--- src/rtl/imuldiv_muldiv_dispatch.sv ---
// Mul/div request dispatcher: decodes the function code, issues to the
// multiplier or divider, and returns responses in acceptance order.
module imuldiv_muldiv_dispatch #(
  parameter int unsigned ORDER_DEPTH = 2
) (
  input  logic        clk,
  input  logic        reset,

  input  logic [2:0]  muldivreq_msg_fn,
  input  logic [31:0] muldivreq_msg_a,
  input  logic [31:0] muldivreq_msg_b,
  input  logic        muldivreq_val,
  output logic        muldivreq_rdy,

  output logic [63:0] muldivresp_msg_result,
  output logic        muldivresp_val,
  input  logic        muldivresp_rdy,

  output logic [31:0] mulreq_msg_a,
  output logic [31:0] mulreq_msg_b,
  output logic        mulreq_val,
  input  logic        mulreq_rdy,

  input  logic [63:0] mulresp_msg_result,
  input  logic        mulresp_val,
  output logic        mulresp_rdy,

  output logic        divreq_msg_signed,
  output logic [31:0] divreq_msg_a,
  output logic [31:0] divreq_msg_b,
  output logic        divreq_val,
  input  logic        divreq_rdy,

  input  logic [63:0] divresp_msg_result,
  input  logic        divresp_val,
  output logic        divresp_rdy
);

  localparam int unsigned PW       = (ORDER_DEPTH > 1) ? $clog2(ORDER_DEPTH) : 1;
  localparam logic [PW:0] FULL_CNT = (PW+1)'(ORDER_DEPTH);
  localparam logic [PW:0] ONE      = (PW+1)'(1);

  localparam logic [2:0] FN_MUL  = 3'd0;
  localparam logic [2:0] FN_DIV  = 3'd1;
  localparam logic [2:0] FN_DIVU = 3'd2;
  localparam logic [2:0] FN_REM  = 3'd3;
  localparam logic [2:0] FN_REMU = 3'd4;

  typedef enum logic [1:0] {
    KIND_MUL,
    KIND_DIVQ,
    KIND_DIVR,
    KIND_ERR
  } kind_e;

  kind_e       order_q [ORDER_DEPTH];
  logic [PW:0] wr_ptr;
  logic [PW:0] rd_ptr;
  logic [PW:0] count;

  kind_e req_kind;
  kind_e head_kind;
  logic  is_mul;
  logic  is_div;
  logic  target_rdy;
  logic  full;
  logic  empty;
  logic  issue_en;
  logic  push;
  logic  pop;

  // Decode the function code into the order-FIFO tag and the target unit.
  always_comb begin
    req_kind   = KIND_ERR;
    is_mul     = 1'b0;
    is_div     = 1'b0;
    target_rdy = 1'b1;
    unique case (muldivreq_msg_fn)
      FN_MUL: begin
        req_kind   = KIND_MUL;
        is_mul     = 1'b1;
        target_rdy = mulreq_rdy;
      end
      FN_DIV, FN_DIVU: begin
        req_kind   = KIND_DIVQ;
        is_div     = 1'b1;
        target_rdy = divreq_rdy;
      end
      FN_REM, FN_REMU: begin
        req_kind   = KIND_DIVR;
        is_div     = 1'b1;
        target_rdy = divreq_rdy;
      end
      default: ;
    endcase
  end

  assign full  = (count == FULL_CNT);
  assign empty = (count == '0);

  // Request side is held off while reset is asserted: an empty FIFO alone
  // would otherwise leave muldivreq_rdy and the unit valids free to rise.
  assign issue_en      = reset && !full;
  assign muldivreq_rdy = issue_en && target_rdy;
  assign mulreq_val    = muldivreq_val && is_mul && issue_en;
  assign divreq_val    = muldivreq_val && is_div && issue_en;

  assign mulreq_msg_a      = muldivreq_msg_a;
  assign mulreq_msg_b      = muldivreq_msg_b;
  assign divreq_msg_a      = muldivreq_msg_a;
  assign divreq_msg_b      = muldivreq_msg_b;
  assign divreq_msg_signed = (muldivreq_msg_fn == FN_DIV) || (muldivreq_msg_fn == FN_REM);

  assign push      = muldivreq_val && muldivreq_rdy;
  assign head_kind = order_q[rd_ptr[PW-1:0]];

  // Steer the response port to whichever unit owns the oldest request.
  always_comb begin
    muldivresp_val        = 1'b0;
    muldivresp_msg_result = '0;
    mulresp_rdy           = 1'b0;
    divresp_rdy           = 1'b0;
    if (!empty) begin
      unique case (head_kind)
        KIND_MUL: begin
          muldivresp_val        = mulresp_val;
          muldivresp_msg_result = mulresp_msg_result;
          mulresp_rdy           = muldivresp_rdy;
        end
        KIND_DIVQ: begin
          muldivresp_val        = divresp_val;
          muldivresp_msg_result = {32'b0, divresp_msg_result[31:0]};
          divresp_rdy           = muldivresp_rdy;
        end
        KIND_DIVR: begin
          muldivresp_val        = divresp_val;
          muldivresp_msg_result = {32'b0, divresp_msg_result[63:32]};
          divresp_rdy           = muldivresp_rdy;
        end
        default: begin
          muldivresp_val        = 1'b1;
          muldivresp_msg_result = '1;
        end
      endcase
    end
  end

  assign pop = muldivresp_val && muldivresp_rdy;

  // Order-FIFO storage; contents are only meaningful below the count.
  always_ff @(posedge clk) begin
    if (push) order_q[wr_ptr[PW-1:0]] <= req_kind;
  end

  // Pointers and occupancy; pointers wrap naturally on their low bits.
  always_ff @(posedge clk or negedge reset) begin
    if (!reset) begin
      wr_ptr <= '0;
      rd_ptr <= '0;
      count  <= '0;
    end else begin
      if (push) wr_ptr <= wr_ptr + ONE;
      if (pop)  rd_ptr <= rd_ptr + ONE;
      unique case ({push, pop})
        2'b10:   count <= count + ONE;
        2'b01:   count <= count - ONE;
        default: count <= count;
      endcase
    end
  end

endmodule

--- config.mk ---
export PLATFORM = sky130hd
export DESIGN_NAME = imuldiv_muldiv_dispatch
export DESIGN_NICKNAME = d
export VERILOG_FILES = /design/src/rtl/imuldiv_muldiv_dispatch.sv
export SDC_FILE = /design/constraint.sdc
export NUM_CORES = 1
export LEC_CHECK = 0
export BUFFER_PORTS_ARGS = -buffer_cell sky130_fd_sc_hd__buf_2
export CAP_MARGIN = 20
export CELL_PAD_IN_SITES_DETAIL_PLACEMENT = 0
export CELL_PAD_IN_SITES_GLOBAL_PLACEMENT = 2
export CORE_AREA = 2 2 157 159
export DETAILED_ROUTE_END_ITERATION = 10
export DIE_AREA = 0 0 159 161
export GPL_TIMING_DRIVEN = 0
export HOLD_SLACK_MARGIN = 0.05
export PLACE_DENSITY_LB_ADDON = 0.1
export RECOVER_POWER = 25
export SETUP_SLACK_MARGIN = 0.5
export SLEW_MARGIN = 20
export SYNTH_ARGS = -nofsm -noshare
export SYNTH_HDL_FRONTEND = slang
export SYNTH_SLANG_ARGS = --single-unit
--- constraint.sdc ---
create_clock -name clk -period 2.9 [get_ports clk]
set_input_delay 0 -clock clk [delete_from_list [all_inputs] [get_ports clk]]
set_output_delay 0 -clock clk [all_outputs]
set_load 0.02 [all_outputs]
Yosys cells after proc, flatten, opt, wreduce, memory -nomap -nowiden:

Memory sizes are Yosys's and may differ from the RTL's.
Index checks and enable logic that the tools add are counted.

* register bits: 6
* RAM bits: 4
* memories kept: 1

* $add $sub $neg: 4
* multiplexer cells: 15
* eq/ne operators: 9
* reduce and logical (&&, ||, !) cells: 18

Memory list
* order_q: depth 2, bits a word 2, read ports 1, clocked after memory_dff 0, write ports 1, RTL line 56 `kind_e order_q [ORDER_DEPTH];`

Operators by type and width (count)
* 64-bit case mux with 3 select lines: 1
* 64-bit 2-to-1 mux: 1
* 1-bit 2-to-1 mux: 9
* 1-bit logical AND: 8
* 2-bit by 1-bit adder with 2-bit output (second input constant): 3
* 2-bit equality test (second input constant): 3
* 3-bit by 2-bit equality test with 1-bit output (second input constant): 2
* 2-bit case mux with 3 select lines: 1
* 2-bit OR reduction: 3
* 2-bit by 1-bit equality test with 1-bit output (second input constant): 2
* 2-bit zero test: 2
* 1-bit case mux with 2 select lines: 2
* 2-bit case mux with 2 select lines: 1
* 4-bit OR reduction: 1
* 3-bit by 1-bit equality test with 1-bit output (second input constant): 1
* 3-bit equality test (second input constant): 1
* 3-bit zero test: 1
* 2-bit nonzero test: 1
* 2-bit by 1-bit subtractor with 2-bit output (second input constant): 1
* 1-bit zero test: 1
* 1-bit logical OR: 1

Longest topological paths before layout:

Gate-level depths: netlist (run 1).
An unclocked memory read counts as a cell.

* depth in word-level cells: 8
* mapped depth: 10
* gate-level depth less buffers: 9

Worst setup path after synthesis (run 1):

Ideal clock, no wire load.

* kind: register -> register
* start point: register rd_ptr[0]
* end point: register count[1]
* stages on the path, launching flop included: 11
* buffers on the path: 1
* library setup time: 125 ps
* path slack: 778 ps
* arrival time: 1997 ps
* cells stage by stage: dfrtp_1 > mux2i_1 > inv_1 > ha_1 > buf_2 > a221oi_1 > nor3b_2 > ha_1 > xnor2_1 > nor2_1 > xor2_1

* cells in the longest elaborated chain, start to end: 8
* elaborated cells on any way between the ends: 12
* classes of those cells: eq/ne: 4; mux: 3; reduce/logical: 4; memory: 1

Ends and longest elaborated chain
* from (decl): RTL line 58 `logic [PW:0] rd_ptr;`
* from (signal assigned): RTL line 163 `if (pop) rd_ptr <= rd_ptr + ONE;`
* memory read 2 x 2 bit *
* 2-bit equality test or 2-bit by 1-bit equality test with 1-bit output (tied branches): RTL line 124 `unique case (head_kind)`
* 2-bit OR reduction (no line)
* 1-bit case mux with 2 select lines *: RTL line 124
* 1-bit 2-to-1 mux *: RTL line 123 `if (!empty) begin`
* 1-bit logical AND *: RTL line 148 `assign pop = muldivresp_val && muldivresp_rdy;`
* named net pop: RTL line 70 `logic pop;`
* 2-bit by 1-bit equality test with 1-bit output or 2-bit equality test (tied branches): RTL line 164 `unique case ({push, pop})`
* 2-bit case mux with 2 select lines or 2-bit nonzero test (tied branches)
* to (signal assigned): RTL line 165 `2'b10: count <= count + ONE;`
* to (signal assigned): RTL line 166 `2'b01: count <= count - ONE;`
* to (signal assigned): RTL line 167 `default: count <= count;`
* to (decl): RTL line 59 `logic [PW:0] count;`

Mark *: on every way through the listed nets, which the timed path passes. The rest lies on a longest branch.
A chain may end at the register's enable or synchronous reset.

Worst setup path after layout (run 1):

* start point: register rd_ptr[0]
* end point: output muldivresp_msg_result[24]

* cells in the longest elaborated chain, start to end: 4
* elaborated cells on any way between the ends: 6
* classes of those cells: eq/ne: 2; mux: 2; reduce/logical: 1; memory: 1

Ends and longest elaborated chain
* memory read 2 x 2 bit *
* 2-bit equality test (tied with other cells): RTL line 124
* 64-bit case mux with 3 select lines *: RTL line 124
* 64-bit 2-to-1 mux *: RTL line 123
* to (decl): RTL line 15 `output logic [63:0] muldivresp_msg_result,`

Mark *: on every way between the ends. The rest lies on a longest branch, timed or not.

==> results of run 1 <==
[power by group through the flow]
stage / registers, mW / clock network [mW] / logic, mW
after floorplan: 0.188 / 0 / 2.18
after global routing: 0.204 / 0.250 / 3.70
final: 0.199 / 0.237 / 3.42
after global placement: 0.194 / 0 / 3.48
after detailed placement: 0.197 / 0 / 3.46
after CTS: 0.196 / 0.242 / 3.49
[per-layer routing]
| layer | GRT usage, % | vias up |
|---|---|---|
| li1 | - | 1775 |
| met1 | 9.920 | 1540 |
| met2 | 21.54 | 190 |
| met3 | 1.900 | 10 |
| met4 | 1.446 | 2 |
| met5 | 0 | - |
[cells in the mapped netlist, types with 3 or more instances]
library cell	n	area share (%)
inv_1	36	5.5
nor2_1	7	1.1
a21oi_1	98	20
clkbuf_1	13	2.0
buf_2	7	1.4
xnor2_1	3	1.1
edfxtp_1	4	4.9
buf_4	131	40
dfrtp_1	4	4.1
ha_1	5	2.6
a22oi_1	32	9.8
[registers in the layout, summed over array words and instances (netlist names)]
register  flops
count         2
order_q       4
rd_ptr        1
wr_ptr        1
[logic make-up after synthesis]
family	Yosys count	share of synthesized area, %
muxes	2	0.8180
buffers and inverters	187	49.13
xor gates and xnor gates	5	1.790
and+or+nand+nor	20	5.216
AOI/OAI and AO/OA	135	31.49
adders and majority gates	5	2.556
DFF	8	8.998
[worst min path at each step]
| stage | end | slack, ns | cells past startpoint | from |
|---|---|---|---|---|
| floorplan | count[0] | -0.30 | 0 | reset |
| global placement | count[0] | -0.17 | 1 | reset |
| detailed placement | count[1] | -0.17 | 1 | reset |
| CTS | count[1] | 0.12 | 2 | reset |
| global route | count[1] | 0.13 | 2 | reset |
| finish | count[1] | 0.12 | 2 | reset |
[what timing repair did]
action | 4_1_cts | 5_1_grt
setup endpoints to repair | 15 | 32
endpoints found under the hold margin | 4 | 0
hold buffers | 1 | 0
gates resized for setup | 3 | 10
[worst register-to-register path, stage by stage (launching register included)]
cell and delay [ns]:
dfrtp_2 0.40, mux2i_2 0.28, inv_1 0.09, ha_1 0.19, buf_2 0.18, a221oi_4 0.26, nor3b_2 0.11, ha_1 0.34
nor2_1 0.14, xor2_1 0.16
[area by class of cell]
| type | count | area [sq um] |
|---|---|---|
| Inverter | 36 | 135.1 |
| Tap cell | 324 | 405.4 |
| Sequential cell | 8 | 221.5 |
| Antenna cell | 1 | 2.502 |
| Timing Repair Buffer | 338 | 1630 |
| Multi-Input combinational cell | 167 | 1050 |
| Clock buffer | 4 | 78.83 |
| Fill cell | 2849 | 19360 |
| Buffer | 151 | 1079 |
[stage by stage]
step | instances | cell area [sq um] | util (%) | hold slack [ns]
floorplan | 362 | 2447 | - | -0.2956
global placement | 1023 | 4539 | 18.94 | -0.1745
detailed placement | 1023 | 4539 | 18.94 | -0.1692
CTS | 1028 | 4638 | 19.36 | 0.1202
global route | 1028 | 4599 | 19.19 | 0.1275
finish | 1029 | 4602 | 19.20 | 0.1181
==> metrics, run 1 <==
status completed; initial antenna violation count 1; Final HPWL DP 12.52 mm; VDD IR-drop max between 300 and 400 uV; Final Max Slew Viols 0; Sequential Power Share 5.2%; Worst Reg-to-Reg Cells 9; NetSw about 2.3 mW; Die Y approximately 160 um; root buf cell clkbuf_16; vias after detailed routing roughly 3500; most frequent cells in the layout buf_2, buf_4, a21oi_1; Worst EP required 2.90 ns; crit end category output port; max layer used met5; dominant delay contributor by cell family on the critical path buffers and inverters; critical path startpoint rd_ptr[0]; Leakage Power approximately 2.6 nW; DR WL met2 between 8 and 9 mm; Cell Area, Synth 2447 sq um; #FFs+latches synth 8; post-synthesis sequential area ratio 8.998%; Internal roughly 1.5 mW; Post-Place Setup Slack between 0.3 and 0.4 ns; CP max-delay cell dfrtp_2; CORE AREA around 24000 sq um; CTS max path bufs 2; Post-CTS Setup Inserts 0; CP max FO 10; Starting Density 10.21%; routed len/inst ~14 um; wire length on met3 approximately 1000 um; synth warn 0; first-pass GRT wire length approximately 20 mm; crit path DAT 2.27 ns; Area growth syn-to-layout 88.04%; Cells after Synth 362; share of layout cells above drive strength 1 ~63%; Syn Nets between 500 and 600; # IOs around 400; clock share of power under 10%; clock skew between 0.0008 and 0.0009 ns; ys flop type edfxtp_1; DRT iter0 DRCs about 110; # setup viols final 0; post-synth cell types 30; Pwr per Cell Area 837.1 nW/um^2; Die W approximately 160 um; Clock Sinks 8; worst skew pair latency about 0.23 ns; htree depth 1; max cap viols 0; post-route ant nets 0; Period minus WS final 2.265 ns; DIE AREA between 20000 and 30000 sq um; PortBufs 337; asr flop ratio synth between 50% and 60%; Slew headroom 56.42%; setup TNS 0 ns; CTS tree yes; final-report hold violation count 0; worst setup path end muldivresp_msg_result[24]; CP max stage delay 0.40 ns; number of flops mapped to enable cells by yosys 4; switching share of power between 60 and 70%; Pwr Total ~3.9 mW; gpl congestion between 0.7 and 0.8; hold crit path type input pin to async pin; R2R Setup Slk 0.67 ns; Startpoint Class flop; number of global-route vias before repair about 3400; Comb power frac 88.7%; RSZ-0062 raised after global routing no; r2r endpoint count[1]; Fmax achieved roughly 440 MHz; Setup CP Type flop to output port; critical-path cell list mux2i_2 > ha_1 > buf_4 > clkbuf_4 > a22oi_1 > a21oi_1 > buf_2; GR Util All Layers between 10 and 15%; DRC violations left 0; Worst Path Buf+Inv 3; # rows 57; # nets final between 900 and 1000; Met1 Wirelength about 5.0 mm; Vias/cell around 3.4; clk slew on worst S/H paths about 0.04 ns; number of CTS-inserted buffers 3; worst r2r src rd_ptr[0]; fin crit share between 70% and 80%; largest net degree at the start of global routing 11; syn_area_per_cell around 6.8 sq um; DRT Pass-1 Iters 4; final WL around 14 mm; WP depth 7; commonest non-fill, non-tap cell in the layout buf_2; Setup WS post-layout between 0.6 and 0.7 ns; Worst Tran Pin Value between 0.6 and 0.7 ns; grt total ovfl 0
No activity file was read; power rests on OpenSTA's default activity.
==> inputs of run 2 (changes only) <==
--- a/config.mk
+++ b/config.mk
@@ -9,9 +9,9 @@
 export CAP_MARGIN = 20
 export CELL_PAD_IN_SITES_DETAIL_PLACEMENT = 0
 export CELL_PAD_IN_SITES_GLOBAL_PLACEMENT = 2
-export CORE_AREA = 2 2 157 159
+export CORE_ASPECT_RATIO = 1.75
+export CORE_UTILIZATION = 10
 export DETAILED_ROUTE_END_ITERATION = 10
-export DIE_AREA = 0 0 159 161
 export GPL_TIMING_DRIVEN = 0
 export HOLD_SLACK_MARGIN = 0.05
 export PLACE_DENSITY_LB_ADDON = 0.1
==> constraint.sdc (replaced) <==
create_clock -name clk -period 2 [get_ports clk]
set_input_delay 0 -clock clk [delete_from_list [all_inputs] [get_ports clk]]
set_output_delay 0 -clock clk [all_outputs]
set_load 0.02 [all_outputs]
==> run 2 against run 1 <==
The flow now finishes with violations (negative setup slack); clock power is 45% higher; non-clock buffer count is 27 higher; global-route usage is 2.0 points higher; critical path depth is 3 higher; clock skew is 0.00055 ns lower; register-to-register slack worse by 0.77 ns; routed wire length is 13% higher; sequential cell count stayed put; largest cell class unchanged; largest power group unchanged.
==> metrics, run 2 (synthesized netlist as in run 1, its figures left out) <==
status complete, but fails checks; failing checks negative setup slack; Final Max Slew Viols 0 (unchanged); fin crit share 105.2%; Leakage Power 3.072 nW (+20%); Worst Tran Pin Value 0.5830 ns (-0.06834 ns); fin area 6369 sq um (+38%); Util after Layout 26.51% (+7.3 points); grt total ovfl 0 (unchanged); Vias/cell 3.647 (+6.7%); CP max FO 4 (-6); commonest non-fill, non-tap cell in the layout buf_2; Pwr per Cell Area 1512 nW/um^2 (+81%); DP Area 4935 sq um (+8.7%); Die Y 209.0 um (+30%); clock skew 0.0002646 ns (-0.0005483 ns); DR WL met2 9.236 mm (+11%); # setup viols final 54 (+54); wire length on met3 1.723 mm (+73%); vias after detailed routing 3800 (+8.0%); max layer used met5; DIE AREA 25130 sq um (-1.8%); Slew headroom 60.99% (+4.6 points); Area growth syn-to-layout 160.2%; most frequent cells in the layout buf_2, buf_4, buf_6; gpl congestion 0.6546 (-17%); final-report hold violation count 0 (unchanged); final WL 16.29 mm (+13%); Setup WS post-layout -0.1033 ns (-0.7383 ns); Worst EP required 2.15 ns (-0.75 ns); max cap viols 0 (unchanged); Starting Density 10.19% (-0.026 points); CORE AREA 24020 sq um (+0.25%); Pwr Total 9.627 mW (+150%); htree depth 1 (unchanged); # rows 75 (+32%); crit end category flop; routed len/inst 15.64 um (+12%); largest net degree at the start of global routing 11 (unchanged); Period minus WS final approximately 2.1 ns; clk slew on worst S/H paths 0.04 ns (about the same); Startpoint Class flop; Final HPWL DP 13.67 mm (+9.1%); Placed Instances 1007 (-1.6%); initial antenna violation count 11 (+10); DRT iter0 DRCs 38 (-67%); worst skew pair latency 0.23 ns (about the same); fill cell count 2717 (-4.6%); final std cells w/o fill 1042 (+1.3%); root buf cell clkbuf_16; DRC violations left 0 (unchanged); number of CTS-inserted buffers 3 (unchanged); max reg flops 4 (unchanged); crit path DAT 2.26 ns (about the same); RSZ-0062 raised after global routing yes; CTS max path bufs 2 (unchanged); Post-Place Setup Slack -0.4032 ns (-0.7829 ns); # IOs 402 (unchanged); Min Hold Slack 0.1416 ns (+0.02349 ns); Die W 120.3 um (-24%); setup TNS -1.793 ns (-1.793 ns); Fmax achieved ~480 MHz; Clock Sinks 8 (unchanged); share of layout cells above drive strength 1 83.99% (+21 points); GR Util All Layers 12.00% (+2.0 points); VDD IR-drop max 547.2 uV (+45%); Setup CP Type flop to flop; number of global-route vias before repair 3895 (+16%); DRT Pass-1 Iters 4 (unchanged); first-pass GRT wire length 22.96 mm (+15%); hold crit path type input pin to flop; PortBufs 337 (unchanged); CTS tree yes; post-route ant nets 0 (unchanged); Met1 Wirelength 5.163 mm (+3.2%); # nets final 940 (+3.0%)
-- run 2: cell count changes in the layout (fill, tap and decap cells not counted), moves of 26 or more --
| cell | change |
|---|---|
| a22oi_1 | -32 |
| buf_6 | +67 |
| a21oi_2 | +44 |
| clkbuf_1 | -26 |
| a21oi_4 | +33 |
| a21oi_1 | -77 |
| a22oi_2 | +32 |
| buf_2 | -50 |
-- run 2: worst paths after layout --
path / slack, ns / start / endpoint / cells after the start
worst min-delay path: 0.14 / muldivreq_msg_fn[1] / order_q[1][1] / 2
worst min register to register: 0.49 / wr_ptr[0] / wr_ptr[0] / 1
worst max-delay path: -0.10 / rd_ptr[0] / count[1] / 10
worst max register to register: -0.10 / rd_ptr[0] / count[1] / 10
min in group asynchronous: 0.16 / reset / count[0] / 2
max in group asynchronous: 1.65 / reset / rd_ptr[0] / 2
-- run 2: area by class of cell --
class	instances	area [sq um]	area share (%)
timing repair buffer	365	2422	38.04
multi-input combinational	167	1832	28.76
buffer	151	1284	20.16
tap	308	385.4	6.051
sequential	8	221.5	3.477
inverter	36	137.6	2.161
clock buffer	4	78.83	1.238
antenna	3	7.507	0.1179
-- run 2: power breakdown --
part / switching, mW / internal (mW) / total (mW) / leakage (nW)
Clock: 0.0789 / 0.266 / 0.344 / 0.0382
Combinational: 4.53 / 4.46 / 8.99 / 2.95
Sequential: 0.0642 / 0.231 / 0.295 / 0.0817
Total: 4.67 / 4.96 / 9.63 / 3.07
-- run 2: critical path, cell delays in order (launching register included) --
cell,delay [ns]
dfrtp_2,0.42
mux2i_4,0.33
inv_2,0.09
ha_4,0.16
buf_6,0.13
a221oi_4,0.20
nor3b_2,0.09
ha_2,0.21
xnor2_1,0.12
nor2_1,0.11
xor2_1,0.16
-- run 2: metal layers --
layer,vias up,global-route usage (%)
met5,-,0
met1,1676,11.01
li1,1841,-
met3,21,4.067
met2,246,25.29
met4,16,0.8940
-- run 2: timing repair --
item,CTS,global route
endpoints found under the setup margin,70,70
hold endpoints to repair,4,0
buffers inserted,17,3
gates resized for setup,216,51
pin swaps,10,10
gates cloned,5,2
hold buffers,1,0
